## config.mk

```make
export PLATFORM = sky130hd
export DESIGN_NAME = class_argmax_select
export DESIGN_NICKNAME = d
export VERILOG_FILES = /design/src/rtl/class_argmax_select.sv
export SDC_FILE = /design/constraint.sdc
export NUM_CORES = 1
export LEC_CHECK = 0
export CORE_MARGIN = 2
export CORE_UTILIZATION = 40
export DETAILED_ROUTE_END_ITERATION = 8
export PLACE_DENSITY_LB_ADDON = 0.3
export SLEW_MARGIN = 25
export SYNTH_ARGS = -nofsm -noshare
export SYNTH_HDL_FRONTEND = slang
export SYNTH_SLANG_ARGS = --single-unit
```

## constraint.sdc

```tcl
create_clock -name clock -period 8.75 [get_ports clock]
set_clock_uncertainty 0.2 [all_clocks]
set_input_delay 1.75 -clock clock [delete_from_list [all_inputs] [get_ports clock]]
set_output_delay 1.75 -clock clock [all_outputs]
set_load 0.05 [all_outputs]
```

## src/rtl/class_argmax_select.sv

```systemverilog
// Captures ten signed output-layer scores on a rising 'update'. It then scans them serially,
// one compare per clock, and reports the index and value of the largest score.
module class_argmax_select #(
    parameter int bit_length = 21,
    parameter int layer_size = 10
) (
    input  logic                  clock,
    input  logic                  reset,
    input  logic                  update,
    input  logic [bit_length-1:0] Y2_1,
    input  logic [bit_length-1:0] Y2_2,
    input  logic [bit_length-1:0] Y2_3,
    input  logic [bit_length-1:0] Y2_4,
    input  logic [bit_length-1:0] Y2_5,
    input  logic [bit_length-1:0] Y2_6,
    input  logic [bit_length-1:0] Y2_7,
    input  logic [bit_length-1:0] Y2_8,
    input  logic [bit_length-1:0] Y2_9,
    input  logic [bit_length-1:0] Y2_10,
    output logic [3:0]            class_index,
    output logic [bit_length-1:0] max_value,
    output logic                  valid,
    output logic                  done,
    output logic                  busy
);

    localparam logic [3:0] LAST = 4'(layer_size - 1);

    typedef enum logic [1:0] {IDLE, SCAN, FINISH} state_t;

    state_t                                state;
    logic [layer_size-1:0][bit_length-1:0] bank;
    logic [layer_size-1:0][bit_length-1:0] y_vec;
    logic [bit_length-1:0]                 best;
    logic [bit_length-1:0]                 cur;
    logic [3:0]                            best_idx;
    logic [3:0]                            cnt;
    logic                                  update_d;
    logic                                  start;
    logic                                  take;

    assign y_vec = {Y2_10, Y2_9, Y2_8, Y2_7, Y2_6, Y2_5, Y2_4, Y2_3, Y2_2, Y2_1};

    // update_d clears in reset, so an update already high at release counts as a start
    assign start = update & ~update_d;

    always_comb begin
        cur = '0;
        for (int i = 0; i < layer_size; i++) begin
            if (cnt == 4'(i)) cur = bank[i];
        end
    end

    // strict compare keeps the lowest index on ties
    assign take = $signed(cur) > $signed(best);

    always_ff @(posedge clock or negedge reset) begin
        if (!reset) begin
            state       <= IDLE;
            bank        <= '0;
            best        <= '0;
            best_idx    <= '0;
            cnt         <= '0;
            update_d    <= 1'b0;
            class_index <= '0;
            max_value   <= '0;
            valid       <= 1'b0;
            done        <= 1'b0;
            busy        <= 1'b0;
        end else begin
            update_d <= update;
            case (state)
                IDLE: begin
                    if (start) begin
                        bank     <= y_vec;
                        best     <= Y2_1;
                        best_idx <= '0;
                        cnt      <= 4'd1;
                        busy     <= 1'b1;
                        valid    <= 1'b0;
                        state    <= SCAN;
                    end
                end
                SCAN: begin
                    if (take) begin
                        best     <= cur;
                        best_idx <= cnt;
                    end
                    cnt <= cnt + 4'd1;
                    if (cnt == LAST) begin
                        class_index <= take ? cnt : best_idx;
                        max_value   <= take ? cur : best;
                        valid       <= 1'b1;
                        done        <= 1'b1;
                        busy        <= 1'b0;
                        state       <= FINISH;
                    end
                end
                FINISH: begin
                    done  <= 1'b0;
                    state <= IDLE;
                end
                default: state <= IDLE;
            endcase
        end
    end

endmodule

```

== Word-level counts from Yosys, hierarchy flattened ==
Index checks and enable logic that the tools add are counted.
Storage, ports and cells
  register bits after elaboration: 270
  logic and storage cells: 75
Cells by class
  bitwise logic cells: 2
  add/subtract/negate cells: 1
  reduce and logical (&&, ||, !) cells: 10
  eq/ne operators: 13
  muxes and demuxes: 28
  $lt $le $gt $ge: 1
Operators by type and width (number)
  21-bit two-way mux: 12
  21-bit case mux with 2 select lines: 1
  21-bit > comparator: 1
  4-bit by 3-bit == test with 1-bit output (second input constant): 4
  4-bit case mux with 2 select lines: 2
  4-bit two-way mux: 3
  2-bit AND reduction: 5
  4-bit by 2-bit == test with 1-bit output (second input constant): 2
  4-bit == test (second input constant): 2
  1-bit case mux with 2 select lines: 3
  4-bit by 1-bit adder with 4-bit output (second input constant): 1
  4-bit by 1-bit == test with 1-bit output (second input constant): 1
  4-bit logical NOT: 1
  1-bit two-way mux: 4
  2-bit two-way mux: 2
  2-bit != test (second input constant): 2
  2-bit case mux with 2 select lines: 1
  2-bit nonzero test: 2
  3-bit AND reduction: 1
  2-bit by 1-bit == test with 1-bit output (second input constant): 1
  2-bit == test (second input constant): 1
  2-bit logical NOT: 1
  1-bit bitwise AND: 1
  1-bit NOT: 1

== Logic depth before layout (Yosys ltp) ==
Gate-level depths: netlist of run 1.
  depth in word-level cells: 14
  depth in mapped cells: 18

== Least setup slack after synthesis of run 1 ==
No wires, ideal clock.
  kind: reg-to-reg
  from: register cnt[1]
  to: register best[14]
  cell stages (with the launch flop): 17
  data required time: 8424 ps
  path slack: 4794 ps
  path buffers: 3
  period minus slack after synthesis: 3956 ps
  data arrival time: 3630 ps
  library setup time: 126 ps
  path through: dfrtp_1 > inv_1 > ha_1 > clkbuf_1 > nor2_1 > nor2_1 > clkbuf_1 > a21oi_1 > o22ai_1 > ha_1 > and4_1 > o211ai_1 > nand4_1 > a221oi_4 > nor4_4 > buf_6 > a221o_1
Between the ends
  word-level cells in the longest chain between the ends: 14
  elaborated cells between the ends (all ways): 23
  those cells by class: order compare (1); eq/ne (9); mux (12); reduce/logical (1)
Ends and longest elaborated chain
  start, declared: line 37  | logic [3:0] cnt;
  start signal, assigned: line 89  | cnt <= cnt + 4'd1;
  4-bit logical NOT: line 50  | if (cnt == 4'(i)) cur = bank[i];
  21-bit two-way mux (9 in series): line 50
  21-bit two-way mux (*): line 50
  21-bit > comparator: line 55  | assign take = $signed(cur) > $signed(best);
  21-bit two-way mux (*): line 85  | if (take) begin
  21-bit case mux with 2 select lines (*): line 72  | case (state)
  end signal, assigned: line 86  | best <= cur;
  end, declared: line 34  | logic [bit_length-1:0] best;
Mark *: on every way between the ends. The rest lies on a longest branch, timed or not.
A chain may end at the register's enable or synchronous reset.

== Final worst setup path of run 1 ==
  from: register cnt[1]
  to: register best[0]
Same word-level chain as after synthesis.

==> impl_metrics.env, run 1 <==
export IMPL_nets=2005
export IMPL_wl_per_cell_um=19.6
export IMPL_synth_edf_count=0
export IMPL_yosys_top_cells_area="dfrtp_1 (51%), nand2_1 (17%), a21oi_1 (3.9%)"
export IMPL_ctsLongestPathBuffers=3
export IMPL_clkSinkCount=270
export IMPL_grt_overflow_total=0
export IMPL_synth_top_area_frac=0.507
export IMPL_htree_levels=1
export IMPL_vdd_drop_max_mv=0.343
export IMPL_first_global_vias=12100
export IMPL_timing_final_max_slew_violations=0
export IMPL_core_mm2=0.0327
export IMPL_synth_area_mm2=0.0133
export IMPL_synth_compound_area_frac=0.175
export IMPL_antenna_found_initial=0
export IMPL_crit_chain="inv_1 -> ha_1 -> nor2b_2 -> a22oi_1 -> o21ai_0 -> a21oi_1 -> o22ai_1 -> ha_1 -> and4_1 -> o211ai_1 -> nand4_1 -> a221o_1 -> a41oi_4 -> a221o_1"
export IMPL_ys_seq_area_frac=0.507
export IMPL_combPwrFrac=0.526
export IMPL_vias=12200
export IMPL_area_delta_synth_final_pct=28.4
export IMPL_p_per_area_mw_per_mm2=462
export IMPL_cp_slowest_cell="a41oi_4"
export IMPL_vias_per_cell=5.48
export IMPL_p_leak_uw=0.00802
export IMPL_hold_buffers=0
export IMPL_synthSimpleGateAreaFrac=0.239
export IMPL_ys_seq_elements=270
export IMPL_slew_headroom=0.303
export IMPL_fill_cells=3143
export IMPL_power_total_uw=7910
export IMPL_path_class="reg2reg"
export IMPL_grt_usage=0.250
export IMPL_crit_required_ps=9040
export IMPL_avgSynthCellArea_um2=8.34
export IMPL_reg2reg_setup_slack_ps=2860
export IMPL_cts_tree="built"
export IMPL_async_flop_share=1.00
export IMPL_antenna_cells=0
export IMPL_drv_cap=0
export IMPL_place_hpwl_um=31500
export IMPL_postRouteAntennaNets=0
export IMPL_critPathBufInv=1
export IMPL_path_clk_slew_ps=60
export IMPL_cts_buffers=29
export IMPL_outcome="completed"
export IMPL_wl_um=43800
export IMPL_drc=0
export IMPL_dp_cells=2176
export IMPL_p_int_uw=4230
export IMPL_clk_latency_ps=550
export IMPL_synth_xor_area_frac=0
export IMPL_cp_start_kind="flop"
export IMPL_grt_setup_unrepaired="false"
export IMPL_drt_iter0_drc=1032
export IMPL_cts_setup_buffers=0
export IMPL_synth_nets=1835
export IMPL_tns_ps=0
export IMPL_hold_slack_ps=277
export IMPL_grt_max_degree=233
export IMPL_finalSetupViolCount=0
export IMPL_cp_top_family="compound AO/OA/AOI/OAI gates"
export IMPL_ys_flop_type="dfrtp_1"
export IMPL_drive_gt1_frac=0.0464
export IMPL_min_period_ps=5890
export IMPL_worstPathArrival_ps=6170
export IMPL_io_pins=241
export IMPL_dieArea_mm2=0.0348
export IMPL_fp_row_count=66
export IMPL_min_path_type="reg2reg"
export IMPL_power_frac_seq=0.300
export IMPL_ctsResizeCount=0
export IMPL_hold_viol_final=0
export IMPL_synth_mux_area_frac=0.00488
export IMPL_p_clk_frac=0.175
export IMPL_end_kind="flop"
export IMPL_syn_inst=1597
export IMPL_port_buffers=240
export IMPL_worstPathMaxFanout=25
export IMPL_yosysTopAreaCell="dfrtp_1"
export IMPL_layout_cells_non_filler=2231
export IMPL_fin_crit_sh=0.673
export IMPL_die_x_um=187
export IMPL_tightest_slew_ps=1050
export IMPL_synth_warnings=0
export IMPL_cts_root_buf="clkbuf_16"
export IMPL_swShare=0.466
export IMPL_gp_congestion=0.922
export IMPL_firstDrtPassIters=7
export IMPL_grt_pass1_wl_um=68400
export IMPL_ys_types=50
export IMPL_max_freq_ghz=0.170
export IMPL_synth_top_family_by_area="simple AND/OR/NAND/NOR gates"
export IMPL_max_stage_delay_ps=840
export IMPL_p_sw_uw=3680
export IMPL_dieHeight_um=187
export IMPL_synthAdderAreaFrac=0.0235
export IMPL_start_util=0.408
## worst register-to-register path: cells and delay by family, from the launching register on
kind	cells	cell delay [ps]
flip-flops	1	430
adder cells (fa/ha/maj)	2	700
buffers and inverters	1	150
AO/OA/AOI/OAI	8	3120
AND/OR/NAND/NOR	3	1210
## area by class of cell
cell class / count / area [um2] / share of cell area
Clock buffer: 41 / 871 / 0.0509
Clock inverter: 12 / 220 / 0.0129
Inverter: 51 / 191 / 0.0112
Multi-Input combinational cell: 1159 / 5950 / 0.348
Sequential cell: 270 / 6760 / 0.395
Tap cell: 442 / 553 / 0.0323
Timing Repair Buffer: 256 / 2570 / 0.150
## cell usage after synthesis, drive strengths merged, types with 2 or more instances
cell,instances
o311ai,2
a22oi,17
a21oi,103
nor2,63
nand4,27
nor2b,5
and2,39
o31ai,26
nor4,2
nand3,7
and2b,2
clkbuf,88
inv,50
nor3,3
and4,3
a31oi,25
o32ai,2
o221ai,17
a21o,24
a41oi,2
and3,4
a211oi,3
o21ai,85
nand2b,2
nand2,590
dfrtp,270
o22ai,19
a221oi,5
a221o,25
ha,25
mux2i,5
a32oi,2
or3,17
buf,29
## power groups by stage
stage | registers, uW | clock network (uW) | logic, uW
detailed placement | 2380 | 0 | 4070
global route | 2430 | 1450 | 4550
global placement | 2370 | 0 | 3970
floorplan | 2390 | 0 | 2770
CTS | 2370 | 1400 | 4080
finish | 2370 | 1380 | 4160
## per-stage QoR
step | utilization | instance area, um2 | worst slack [ps]
after floorplan | - | 13300 | 4790
after global placement | 0.488 | 15900 | 2540
after detailed placement | 0.488 | 16000 | 2900
after CTS | 0.522 | 17100 | 2900
after global routing | 0.523 | 17100 | 2480
final | 0.523 | 17100 | 2860
## flip-flops by register name, indices dropped and copies added, names as in the netlist, 2 cells and up
signal	count
bank	210
best	21
best_idx	4
class_index	4
cnt	4
max_value	21
state	2
## cell families (layout without fill, tap and decap cells)
logic type,after synthesis,in the layout
DFF,270,270
AOI/OAI and AO/OA,361,361
adders and majority gates,25,25
muxes,6,6
buffers and inverters,168,360
and+or+nand+nor,767,767
## cell usage in the layout (no fill, tap or decap), types with 4 or more instances in the layout
cell             synthesis  routed
clkdlybuf4s50_1          0     239
a31oi_1                 24      24
and2_1                  39      39
a22oi_1                 17      17
clkbuf_16                0      29
o21ai_0                 85      85
a21o_1                  24      24
nor2_1                  63      60
nand2_1                590     590
buf_4                    1      12
nor2b_1                  5       4
a221o_1                 25      25
a21oi_1                103     103
o31ai_1                 26      26
o221ai_1                17      17
clkbuf_8                 0      10
dfrtp_1                270     270
o22ai_1                 19      19
nand3_1                  7       6
inv_1                   50      50
a221oi_1                 4       4
or3_1                   17      17
and3_1                   4       4
bufinv_16                0       6
nand4_1                 27      27
ha_1                    25      24
mux2i_1                  4       4
## routing by layer
layer | up-vias | part of all wire | GRT usage
met2 | 475 | 0.46 | 0.395
li1 | 5721 | - | -
met5 | - | 0 | 0
met4 | 0 | 0.044 | 0.105
met3 | 93 | 0.068 | 0.0519
met1 | 5940 | 0.43 | 0.335
## path summary, 6_finish.rpt
check	end	depth (start not counted)	startpoint
max	best[0]$_DFFE_PN0P_	14	cnt[1]$_DFFE_PN0P_
min	bank[158]$_DFFE_PN0P_	2	bank[158]$_DFFE_PN0P_
max reg2reg	best[0]$_DFFE_PN0P_	14	cnt[1]$_DFFE_PN0P_
min reg2reg	bank[158]$_DFFE_PN0P_	2	bank[158]$_DFFE_PN0P_
max in group asynchronous	bank[119]$_DFFE_PN0P_	3	reset
min in group asynchronous	bank[57]$_DFFE_PN0P_	1	reset
No activity file was read; power rests on OpenSTA's default activity.
==> run 2: changes to the inputs <==
==> constraint.sdc (replaced) <==
create_clock -name clock -period 5.75 [get_ports clock]
set_clock_uncertainty 0.2 [all_clocks]
set_input_delay 1.15 -clock clock [delete_from_list [all_inputs] [get_ports clock]]
set_output_delay 1.15 -clock clock [all_outputs]
set_load 0.05 [all_outputs]
==> run 2 against run 1 <==
  * Worst hold slack worse by 2.1 ps
  * Critical path depth is 2 higher
  * Highest routed layer is now met5
  * Global-route usage is 0.27 points higher
  * Critical endpoint unchanged
  * Sequential power is 53% higher
  * Largest cell class unchanged
  * Maximum frequency is 19% higher
  * Total power is 51% higher
  * Critical path type unchanged
  * Core utilization is 0.26 points lower
  * Combinational power is 57% higher
  * Non-clock buffer count is 18 higher
  * Register-to-register slack worse by 2000 ps
==> impl_metrics.env, run 2 (synthesis gave the netlist of run 1 again) <==
export IMPL_cts_buffers=29
export IMPL_layout_commonest_cell="nand2_1"
export IMPL_first_global_vias=11900
export IMPL_place_hpwl_um=32400
export IMPL_firstDrtPassIters=5
export IMPL_drive_gt1_frac=0.0504
export IMPL_fin_crit_sh=0.857
export IMPL_tightest_slew_ps=901
export IMPL_r2r_end="best[0]$_DFFE_PN0P_"
export IMPL_dieArea_mm2=0.0348
export IMPL_grt_max_degree=186
export IMPL_final_area_mm2=0.0170
export IMPL_timing_final_max_slew_violations=0
export IMPL_clk_latency_ps=560
export IMPL_wl_per_cell_um=19.8
export IMPL_postRouteAntennaNets=0
export IMPL_fill_cells=3094
export IMPL_vias_per_cell=5.38
export IMPL_hold_viol_final=0
export IMPL_finalSetupViolCount=0
export IMPL_p_leak_uw=0.00802
export IMPL_worstPathArrival_ps=5220
export IMPL_core_mm2=0.0327
export IMPL_dieHeight_um=187
export IMPL_die_x_um=187
export IMPL_start_util=0.408
export IMPL_fp_row_count=66
export IMPL_reg2reg_setup_slack_ps=820
export IMPL_tns_ps=0
export IMPL_grt_usage=0.252
export IMPL_max_freq_ghz=0.203
export IMPL_vdd_drop_max_mv=0.643
export IMPL_regToRegStartpoint="cnt[1]$_DFFE_PN0P_"
export IMPL_slew_headroom=0.399
export IMPL_cts_tree="built"
export IMPL_antenna_found_initial=3
export IMPL_reg_largest_list="bank x210, best x21, max_value x21"
export IMPL_grt_pass1_wl_um=68700
export IMPL_vias=12100
export IMPL_post_dp_cell_area_mm2=0.0161
export IMPL_end_kind="flop"
export IMPL_grt_overflow_total=0
export IMPL_area_delta_synth_final_pct=27.7
export IMPL_wl_um=44400
export IMPL_port_buffers=240
export IMPL_ctsResizeCount=0
export IMPL_gp_congestion=0.955
export IMPL_hold_path_startpoint="bank[5]$_DFFE_PN0P_"
export IMPL_drc=0
export IMPL_path_clk_slew_ps=60
export IMPL_seqCellArea_mm2=0.00676
export IMPL_clkSinkCount=270
export IMPL_top_register="bank"
export IMPL_cts_setup_buffers=0
export IMPL_power_total_uw=12000
export IMPL_multi_input_area_mm2=0.00592
export IMPL_r2r_cells=16
export IMPL_cp_start_kind="flop"
export IMPL_path_class="reg2reg"
export IMPL_p_per_area_mw_per_mm2=703
export IMPL_drt_iter0_drc=1180
export IMPL_ctsLongestPathBuffers=3
export IMPL_worstPathMaxFanout=12
export IMPL_hold_buffers=0
export IMPL_dp_cells=2196
export IMPL_antenna_cells=0
export IMPL_fin_util=0.521
export IMPL_whs_endpoint="bank[5]$_DFFE_PN0P_"
export IMPL_outcome="completed"
export IMPL_layout_cells_non_filler=2246
export IMPL_grt_setup_unrepaired="false"
export IMPL_cts_root_buf="clkbuf_16"
export IMPL_min_path_type="reg2reg"
export IMPL_nets=2023
export IMPL_min_period_ps=4930
export IMPL_htree_levels=1
export IMPL_io_pins=241
export IMPL_drv_cap=0
export IMPL_largest_reg_flops=210
export IMPL_crit_required_ps=6040
export IMPL_layout_common_cells="nand2_1 (590), dfrtp_1 (270), clkdlybuf4s50_1 (239)"
export IMPL_holdPathStages=1
## run 2: stage by stage
step	setup WS [ps]	hold WS, ps
finish	821	275
global route	453	286
CTS	866	276
detailed placement	916	261
global placement	1040	252
floorplan	1790	237
## run 2: critical path: stages (launching register included)
cell and delay, ps:
dfrtp_1 450, inv_1 160, ha_1 440, nor2b_1 510, buf_4 270, a22oi_1 80
o21ai_0 220, a21oi_1 150, o22ai_1 230, ha_1 290, and3_1 170, o21ai_0 210
nand4_1 200, a221o_1 340, a41oi_2 530, buf_4 270, a221o_1 150
## run 2: power by group
| part | internal, uW | switching (uW) |
|---|---|---|
| clock | 1050 | 756 |
| sequential | 2870 | 766 |
| combinational | 2380 | 4140 |
| total | 6300 | 5660 |
## run 2: routing by layer
layer	vias to the layer above	track usage	share of wire
met5	-	0	0.00036
met4	2	0.0962	0.044
met3	104	0.0497	0.070
met2	486	0.400	0.46
met1	5731	0.344	0.43
li1	5754	-	-
## run 2: cell type report
| cell class | instances | area share |
|---|---|---|
| Inverter | 51 | 0.0112 |
| Multi-Input combinational cell | 1159 | 0.348 |
| Clock inverter | 8 | 0.00404 |
| Sequential cell | 270 | 0.397 |
| Timing Repair Buffer | 274 | 0.158 |
| Clock buffer | 42 | 0.0496 |
| Tap cell | 442 | 0.0325 |
## run 2: worst max-delay path by stage
| stage | startpoint | endpoint | cells after the start |
|---|---|---|---|
| 2_1_floorplan | cnt[1]$_DFFE_PN0P_ | best[14]$_DFFE_PN0P_ | 16 |
| 3_3_place_gp | cnt[0]$_DFFE_PN0P_ | best[7]$_DFFE_PN0P_ | 15 |
| 3_5_place_dp | cnt[1]$_DFFE_PN0P_ | best[8]$_DFFE_PN0P_ | 16 |
| 4_1_cts | cnt[1]$_DFFE_PN0P_ | best[8]$_DFFE_PN0P_ | 16 |
| 5_1_grt | cnt[0]$_DFFE_PN0P_ | best[8]$_DFFE_PN0P_ | 15 |
| 6_report | cnt[1]$_DFFE_PN0P_ | best[0]$_DFFE_PN0P_ | 16 |
==> run 3: changes to the inputs <==
--- a/config.mk
+++ b/config.mk
@@ -5,6 +5,7 @@
 export SDC_FILE = /design/constraint.sdc
 export NUM_CORES = 1
 export LEC_CHECK = 0
+export ABC_AREA = 1
 export CORE_MARGIN = 2
 export CORE_UTILIZATION = 40
 export DETAILED_ROUTE_END_ITERATION = 8
==> run 3 against run 2 <==
  * Via count rose by 4.9%
  * Worst hold slack worse by 11 ps
  * Sequential share of layout area fell by 1.1 points
  * Clock-buffer cell count up 2
  * Final cell count increased by 15%
  * Critical path type unchanged
  * Register-to-register slack worse by 30 ps
  * Setup slack got worse by 32 ps
  * Wire length shrank 1.9%
  * Largest cell class unchanged
  * Critical endpoint is now best[10]$_DFFE_PN0P_
  * Area after synthesis rose by 3.4%
  * Sequential power decreased by 6.3%
  * Die area up 3.3%
==> impl_metrics.env, run 3 <==
export IMPL_drv_cap=0
export IMPL_top_register="bank"
export IMPL_synth_warnings=0
export IMPL_die_x_um=190
export IMPL_p_sw_uw=5460
export IMPL_vdd_drop_max_mv=0.753
export IMPL_reg2reg_setup_slack_ps=790
export IMPL_grt_setup_unrepaired="false"
export IMPL_drc=0
export IMPL_timing_final_max_slew_violations=0
export IMPL_layout_common_cells="nand2_1 (1004), dfrtp_1 (270), clkdlybuf4s50_1 (239)"
export IMPL_gp_congestion=0.932
export IMPL_outcome="completed"
export IMPL_power_frac_seq=0.299
export IMPL_start_util=0.409
export IMPL_worstPathArrival_ps=5260
export IMPL_combPwrFrac=0.523
export IMPL_synthTopCellsByCount="nand2_1 (1004), dfrtp_1 (270), inv_1 (171), nand3_1 (91), o21ai_0 (88)"
export IMPL_nets=2347
export IMPL_grt_overflow_total=0
export IMPL_synth_area_mm2=0.0138
export IMPL_min_period_ps=4960
export IMPL_hold_viol_final=0
export IMPL_syn_inst=1917
export IMPL_synth_edf_count=0
export IMPL_fin_util=0.519
export IMPL_grt_pass1_wl_um=67800
export IMPL_cts_root_buf="clkbuf_16"
export IMPL_layout_commonest_cell="nand2_1"
export IMPL_p_int_uw=5900
export IMPL_setup_slack_ps=789
export IMPL_async_flop_share=1.00
export IMPL_clk_latency_ps=570
export IMPL_core_mm2=0.0337
export IMPL_ys_seq_area_frac=0.490
export IMPL_tightest_slew_ps=960
export IMPL_ys_types=36
export IMPL_dieArea_mm2=0.0359
export IMPL_fill_cells=3333
export IMPL_crit_required_ps=6050
export IMPL_dpl_worst_slack_ps=901
export IMPL_worstPathMaxFanout=29
export IMPL_swShare=0.481
export IMPL_cts_buffers=30
export IMPL_seqCellArea_mm2=0.00676
export IMPL_ctsResizeCount=0
export IMPL_cts_tree="built"
export IMPL_ys_seq_elements=270
export IMPL_slew_headroom=0.356
export IMPL_p_clk_frac=0.178
export IMPL_dieHeight_um=190
export IMPL_wl_um=43500
export IMPL_area_delta_synth_final_pct=27.0
export IMPL_hold_buffers=0
export IMPL_avgSynthCellArea_um2=7.19
export IMPL_cts_setup_buffers=0
export IMPL_firstDrtPassIters=5
export IMPL_vias=12700
export IMPL_drive_gt1_frac=0.0469
export IMPL_yosysMostFrequentCell="nand2_1"
export IMPL_yosys_top_cells_area="dfrtp_1 (49%), nand2_1 (27%), inv_1 (4.7%)"
export IMPL_largest_reg_flops=210
export IMPL_clkSinkCount=270
export IMPL_wl_per_cell_um=16.9
export IMPL_postRouteAntennaNets=0
export IMPL_port_buffers=240
export IMPL_first_global_vias=12400
export IMPL_power_total_uw=11400
export IMPL_io_pins=241
export IMPL_synth_nets=2155
export IMPL_vias_per_cell=4.91
export IMPL_grt_max_degree=135
export IMPL_fin_crit_sh=0.863
export IMPL_p_per_area_mw_per_mm2=649
export IMPL_reg_largest_list="bank x210, best x21, max_value x21"
export IMPL_fp_row_count=67
export IMPL_yosysTopAreaCell="dfrtp_1"
export IMPL_max_freq_ghz=0.202
export IMPL_end_kind="flop"
export IMPL_min_path_type="reg2reg"
export IMPL_p_leak_uw=0.00921
export IMPL_antenna_found_initial=0
export IMPL_path_clk_slew_ps=60
export IMPL_multi_input_area_mm2=0.00591
export IMPL_antenna_cells=0
export IMPL_cp_start_kind="flop"
export IMPL_ys_flop_type="dfrtp_1"
export IMPL_tns_ps=0
export IMPL_path_class="reg2reg"
export IMPL_ctsLongestPathBuffers=3
export IMPL_grt_usage=0.242
export IMPL_htree_levels=1
export IMPL_place_hpwl_um=32100
export IMPL_synth_top_area_frac=0.490
export IMPL_finalSetupViolCount=0
export IMPL_drt_iter0_drc=1067
-- run 3: cell type report --
| type | instances | area share |
|---|---|---|
| Clock buffer | 44 | 0.0511 |
| Clock inverter | 11 | 0.00880 |
| Inverter | 182 | 0.0393 |
| Multi-Input combinational cell | 1371 | 0.338 |
| Sequential cell | 270 | 0.386 |
| Tap cell | 448 | 0.0320 |
| Timing Repair Buffer | 254 | 0.145 |
-- run 3: kinds of logic (layout without fill, tap and decap cells) --
| kind of cell | after synthesis | after routing | share of synthesized area |
|---|---|---|---|
| flops | 270 | 270 | 0.490 |
| compound gates | 112 | 112 | 0.0414 |
| buf+inv | 276 | 491 | 0.0819 |
| simple gates | 1234 | 1234 | 0.364 |
| fa+ha+maj | 25 | 25 | 0.0227 |
-- run 3: stage by stage --
step                      hold WS (ps)  area (um2)  std cells
after global routing               283       17500       2580
after floorplan                    234       13800       1917
after detailed placement           251       16400       2525
after global placement             247       16400       2525
final                              264       17500       2580
after CTS                          267       17500       2580
-- run 3: final timing paths --
kind | startpoint | to | depth (start not counted)
worst max-delay path | cnt[1]$_DFFE_PN0P_ | best[10]$_DFFE_PN0P_ | 27
worst min-delay path | bank[132]$_DFFE_PN0P_ | bank[132]$_DFFE_PN0P_ | 2
worst max register to register | cnt[1]$_DFFE_PN0P_ | best[10]$_DFFE_PN0P_ | 27
worst min register to register | bank[132]$_DFFE_PN0P_ | bank[132]$_DFFE_PN0P_ | 2
max in group asynchronous | reset | best[3]$_DFFE_PN0P_ | 2
min in group asynchronous | reset | bank[53]$_DFFE_PN0P_ | 1
-- run 3: layer usage --
layer | vias up | global-route usage | routed length [um]
met1 | 5960 | 0.342 | 19500
li1 | 6206 | - | -
met5 | - | 0 | 0
met2 | 427 | 0.375 | 19200
met3 | 79 | 0.0450 | 3240
met4 | 0 | 0.0826 | 1560
-- run 3: power by group through the flow --
stage	Combinational, uW	Sequential, uW	Clock (uW)
floorplan	3880	3520	0
global placement	5760	3400	0
detailed placement	5870	3420	0
CTS	5890	3400	2050
global route	6690	3510	2120
finish	5940	3400	2020
-- run 3: worst max-delay path, stage by stage (launching register included) --
cell and delay [ps]:
dfrtp_1 370, inv_1 100, ha_1 240, inv_1 340, nor2_1 110, buf_4 220
inv_1 520, o21ai_0 160, inv_1 80, nand2_1 80, nand3_1 100, nand3b_1 180
nand2_1 100, inv_1 40, ha_1 290, a21oi_1 200, nor2_1 60, o21ai_0 170
nand2_1 70, nand2_1 90, nand4_1 80, nand2_1 90, nand2_2 60, inv_2 410
nand3_1 220, nand2_1 150, nand2_1 60, nand2_1 90
